$ cat src/rtl/ddr3_port_arbiter.sv
// Two-port round-robin arbiter in front of the DDR3 user command port.
// Read responses are routed back to the issuing port through an in-order tag FIFO.
module ddr3_port_arbiter #(
    parameter int ADDR_WIDTH = 27,
    parameter int DATA_WIDTH = 32,
    parameter int BURST_MAX  = 8,
    parameter int PENDING    = 4
) (
    input  logic                         clock,
    input  logic                         reset,

    input  logic                         a_cmd_valid,
    output logic                         a_cmd_ready,
    input  logic                         a_cmd_write,
    input  logic [ADDR_WIDTH-1:0]        a_cmd_addr,
    input  logic [DATA_WIDTH-1:0]        a_cmd_data,
    output logic                         a_rsp_valid,

    input  logic                         b_cmd_valid,
    output logic                         b_cmd_ready,
    input  logic                         b_cmd_write,
    input  logic [ADDR_WIDTH-1:0]        b_cmd_addr,
    input  logic [DATA_WIDTH-1:0]        b_cmd_data,
    output logic                         b_rsp_valid,

    output logic [DATA_WIDTH-1:0]        rsp_data,

    output logic                         mem_cmd_valid,
    input  logic                         mem_cmd_ready,
    output logic                         mem_cmd_write,
    output logic [ADDR_WIDTH-1:0]        mem_cmd_addr,
    output logic [DATA_WIDTH-1:0]        mem_cmd_data,
    input  logic                         mem_rsp_valid,
    input  logic [DATA_WIDTH-1:0]        mem_rsp_data,

    output logic [1:0]                   grant_o,
    output logic [$clog2(PENDING):0]     pending_o,
    output logic                         rsp_err_o
);

    localparam int PTR_W  = (PENDING > 1) ? $clog2(PENDING) : 1;
    localparam int CNT_W  = $clog2(PENDING) + 1;
    localparam int HOLD_W = (BURST_MAX > 1) ? $clog2(BURST_MAX) : 1;

    typedef enum logic [1:0] {
        IDLE  = 2'd0,
        GNT_A = 2'd1,
        GNT_B = 2'd2
    } state_t;

    state_t             state;
    logic               last_b;
    logic [HOLD_W-1:0]  hold_cnt;

    logic               tag_mem [2**PTR_W];
    logic [PTR_W-1:0]   wr_ptr;
    logic [PTR_W-1:0]   rd_ptr;
    logic [CNT_W-1:0]   pending;
    logic               rsp_err;

    logic               sel_valid;
    logic               sel_write;
    logic               other_valid;
    logic               tag_full;
    logic               tag_empty;
    logic               cmd_hs;
    logic               push;
    logic               pop;
    logic               head_b;
    logic               release_gnt;

    // Command mux: the granted port drives the controller directly
    always_comb begin
        sel_valid     = 1'b0;
        sel_write     = 1'b0;
        other_valid   = 1'b0;
        mem_cmd_addr  = '0;
        mem_cmd_data  = '0;
        case (state)
            GNT_A: begin
                sel_valid    = a_cmd_valid;
                sel_write    = a_cmd_write;
                other_valid  = b_cmd_valid;
                mem_cmd_addr = a_cmd_addr;
                mem_cmd_data = a_cmd_data;
            end
            GNT_B: begin
                sel_valid    = b_cmd_valid;
                sel_write    = b_cmd_write;
                other_valid  = a_cmd_valid;
                mem_cmd_addr = b_cmd_addr;
                mem_cmd_data = b_cmd_data;
            end
            default: ;
        endcase
    end

    assign mem_cmd_write = sel_write;
    assign tag_full      = (pending == CNT_W'(PENDING));
    assign tag_empty     = (pending == '0);
    // A read needs a free tag slot; writes never wait on the tag FIFO
    assign mem_cmd_valid = sel_valid & ~(~sel_write & tag_full);
    assign cmd_hs        = mem_cmd_valid & mem_cmd_ready;
    assign a_cmd_ready   = cmd_hs & (state == GNT_A);
    assign b_cmd_ready   = cmd_hs & (state == GNT_B);
    assign release_gnt   = (cmd_hs && (hold_cnt == HOLD_W'(BURST_MAX - 1))) || !sel_valid;

    assign push          = cmd_hs & ~sel_write;
    assign pop           = mem_rsp_valid & ~tag_empty;
    assign head_b        = tag_mem[rd_ptr];
    assign a_rsp_valid   = pop & ~head_b;
    assign b_rsp_valid   = pop & head_b;
    assign rsp_data      = mem_rsp_data;

    assign grant_o       = {state == GNT_B, state == GNT_A};
    assign pending_o     = pending;
    assign rsp_err_o     = rsp_err;

    // Grant FSM: last_b set means A wins the next tie
    always_ff @(posedge clock or posedge reset) begin
        if (reset) begin
            state    <= IDLE;
            last_b   <= 1'b1;
            hold_cnt <= '0;
        end else begin
            case (state)
                IDLE: begin
                    if (a_cmd_valid && b_cmd_valid)
                        state <= last_b ? GNT_A : GNT_B;
                    else if (a_cmd_valid)
                        state <= GNT_A;
                    else if (b_cmd_valid)
                        state <= GNT_B;
                end
                GNT_A, GNT_B: begin
                    if (release_gnt) begin
                        hold_cnt <= '0;
                        last_b   <= (state == GNT_B);
                        if (other_valid)
                            state <= (state == GNT_A) ? GNT_B : GNT_A;
                        else
                            state <= IDLE;
                    end else if (cmd_hs) begin
                        hold_cnt <= hold_cnt + HOLD_W'(1);
                    end
                end
                default: state <= IDLE;
            endcase
        end
    end

    // Tag storage holds the issuing port id; contents need no reset
    always_ff @(posedge clock) begin
        if (push)
            tag_mem[wr_ptr] <= (state == GNT_B);
    end

    always_ff @(posedge clock or posedge reset) begin
        if (reset) begin
            wr_ptr  <= '0;
            rd_ptr  <= '0;
            pending <= '0;
            rsp_err <= 1'b0;
        end else begin
            if (push)
                wr_ptr <= wr_ptr + PTR_W'(1);
            if (pop)
                rd_ptr <= rd_ptr + PTR_W'(1);
            case ({push, pop})
                2'b10:   pending <= pending + CNT_W'(1);
                2'b01:   pending <= pending - CNT_W'(1);
                default: ;
            endcase
            if (mem_rsp_valid && tag_empty)
                rsp_err <= 1'b1;
        end
    end

endmodule
$ cat config.mk
export PLATFORM = sky130hd
export DESIGN_NAME = ddr3_port_arbiter
export DESIGN_NICKNAME = d
export VERILOG_FILES = /design/src/rtl/ddr3_port_arbiter.sv
export SDC_FILE = /design/constraint.sdc
export NUM_CORES = 1
export LEC_CHECK = 0
export BUFFER_PORTS_ARGS = -buffer_cell sky130_fd_sc_hd__buf_2
export CAP_MARGIN = 20
export CORE_AREA = 2 2 103 105
export CTS_CLUSTER_DIAMETER = 60
export DETAILED_ROUTE_END_ITERATION = 8
export DIE_AREA = 0 0 105 107
export PLACE_DENSITY_LB_ADDON = 0.08
export SLEW_MARGIN = 20
export SYNTH_ARGS = -nofsm -noshare
export SYNTH_HDL_FRONTEND = slang
export SYNTH_SLANG_ARGS = --single-unit
$ cat constraint.sdc
create_clock -name clock -period 3.7 [get_ports clock]
set_clock_uncertainty 0.05 [all_clocks]
set_input_delay 0.74 -clock clock [delete_from_list [all_inputs] [get_ports clock]]
set_output_delay 0.74 -clock clock [all_outputs]
set_load 0.005 [all_outputs]
==> results.ini <==
[outcome]
status = completed

[place]
dpl.hpwl_mm = 6.63
dp_slack_ps = 849
placed_cell_area_sq_um = 3100
place.gp.congestion = 0.765
port_buffers = 196

[finish]
diodes = 0
area_growth_syn_to_layout_pct = 38.9
drive_gt1_share_pct = 51.8
final_common_cell = buf_2
final_nets = 586
finish.instance_area_sq_um = 3140
most-common-layout-cells = buf_2 (196), nor2b_1 (62), a22oi_1 (59)

[global_routing]
grt-ovfl-total = 0
grt_pass1_vias = 2399
grt_usage_pct = 13.5
grt_max_degree = 60
antenna_found_initial = 0
grt_pass1_wl_mm = 12.3

[routing]
via_count = 2450
route.detailed.drc = 0
wire_per_inst_um = 15.1
drt.antenna.violating_nets = 0
drt_wl_total_mm = 8.33
viasPerCell = 4.45
drtIter0Drc = 119
firstDrtPassIters = 5

[timing]
fmax_mhz = 325
rsz0062_at_grt = false
maxSlewHeadroom_pct = 59.0
setup_tns_ps = 0
setup_ws_ps = 625
tightest_slew_ps = 615
min_period_ps = 3070
post-route-period-util_pct = 83.1
drv_slew = 0
final-setup-viol-count = 0
hold_viol = 0

[clock_tree]
clock-root-buffer = clkbuf_8
cts-resized-gates = 0
clock_latency_ps = 250
cts_hold_buffers = 0
cts_buffer_depth = 2
h-tree-depth = 1
post_cts_buffers = 0
cts_sinks = 18
tritoncts = yes
cts_buffers = 3
clkTransAtPathRegs_ps = 70

[yosys]
ys_types = 42
avgSynthCellArea_sq_um = 8.51
syn_nets = 436
synthesis.area_sq_um = 2260
synth_edf_count = 4
yosysTopAreaCell = a22oi_1
synth-main-ff-cell = dfrtp_1
synth_area_leaders = a22oi_1 (20%), nor2b_1 (17%), dfrtp_1 (14%)
synth-seq-cells = 18
syn-instance-count = 266
synth_top_area_share_pct = 19.6
async_flop_share_pct = 77.8
yosys_warnings = 0
yosysSeqAreaShare_pct = 20.8

[worst_setup_path]
cp.arrival_ps = 2280
r2r-end = pending_o[1]
cp-start-kind = flop
timing.rr.start = state[0]
r2r_cells = 10
path_class = flop to output port
cp.required_ps = 2910
r2r_setup_slack_ps = 860
critPathCaptureType = output port
path_max_fanout = 48

[floorplanning]
core_sq_um = 10100
start_util_pct = 22.4
num_io_pins = 261
fp.dieArea_sq_um = 11200
rows = 37
die-height_um = 107
die_w_um = 105

[power]
power_density_nw_per_um2 = 616
p_leak_uw = 0.00159
irDropWorstVdd_mv = 0.229

[min_path]
hold_path_startpoint = rsp_err_o
min_path_type = flop to flop
worstHoldEndpoint = rsp_err_o
whs_path_depth = 1

[flow_run]
maxCapViolCount = 0

[power by group]
part	switching, uW	internal (uW)
logic	737	717
registers	66.3	278
clock network	65.6	73.7
total	869	1070
[kinds of logic (layout without fill, tap and decap cells)]
group,after synthesis,after routing,share of synthesized area [%]
and+or+nand+nor,86,86,24.3
AOI/OAI and AO/OA,74,74,25.0
buffers and inverters,64,213,16.9
DFF,18,18,20.8
adders and majority gates,12,12,6.97
xor gates and xnor gates,6,6,2.32
muxes,6,6,3.59
[Yosys cell counts, types with 3 or more instances]
cell type / count
edfxtp_1: 4
xnor2_1: 4
and2_1: 5
dfrtp_1: 13
a22oi_1: 59
clkbuf_1: 18
buf_4: 32
inv_1: 10
nand2_1: 4
ha_1: 11
nor2b_1: 62
nand2b_1: 3
o21ai_0: 4
buf_6: 3
[per-stage QoR]
step                      util (%)  std cells  hold WS [ps]  power, uW
after floorplan                  -        266           401       1360
after CTS                     31.2        551           415       1980
after global placement        30.7        547           386       1830
final                         31.2        551           410       1940
after global routing          31.2        551           442       2150
after detailed placement      30.7        547           397       1820
[sequential cells by signal, indices dropped and copies added (netlist names)]
| name | flops |
|---|---|
| rd_ptr | 2 |
| pending_o | 3 |
| wr_ptr | 2 |
| hold_cnt | 3 |
| state | 2 |
| rsp_err_o | 1 |
| tag_mem | 4 |
| last_b | 1 |
[routing by layer]
metal | vias up | track usage [%] | share of wire (%)
li1 | 1205 | - | -
met1 | 1114 | 14.7 | 37
met2 | 117 | 26.3 | 54
met3 | 14 | 3.34 | 7.6
met4 | 0 | 3.05 | 1.6
met5 | - | 0 | 0
[worst max-delay path, stage by stage (launching register included)]
cell and delay (ps):
dfrtp_1 400, inv_1 120, ha_2 510, buf_4 530, a22oi_1 170, nor2b_1 150
buf_2 140
[layout make-up]
class | count | area [sq um]
fillers | 1129 | 6950
multi-input cells | 184 | 1420
repair buffers | 199 | 1000
flip-flops and latches | 18 | 472
well taps | 136 | 170
clock buffers | 3 | 41.3
inverters | 10 | 37.5
clock inverters | 1 | 3.75
[worst max path at each step]
stage	from	to	slack, ps
floorplan	state[0]	pending_o[2]	1250
global placement	state[0]	mem_cmd_addr[19]	930
detailed placement	state[0]	pending_o[2]	850
CTS	state[0]	mem_cmd_addr[7]	590
global route	state[0]	mem_cmd_data[3]	380
finish	state[0]	mem_cmd_addr[7]	630
Power figures use the tool's default switching activity.
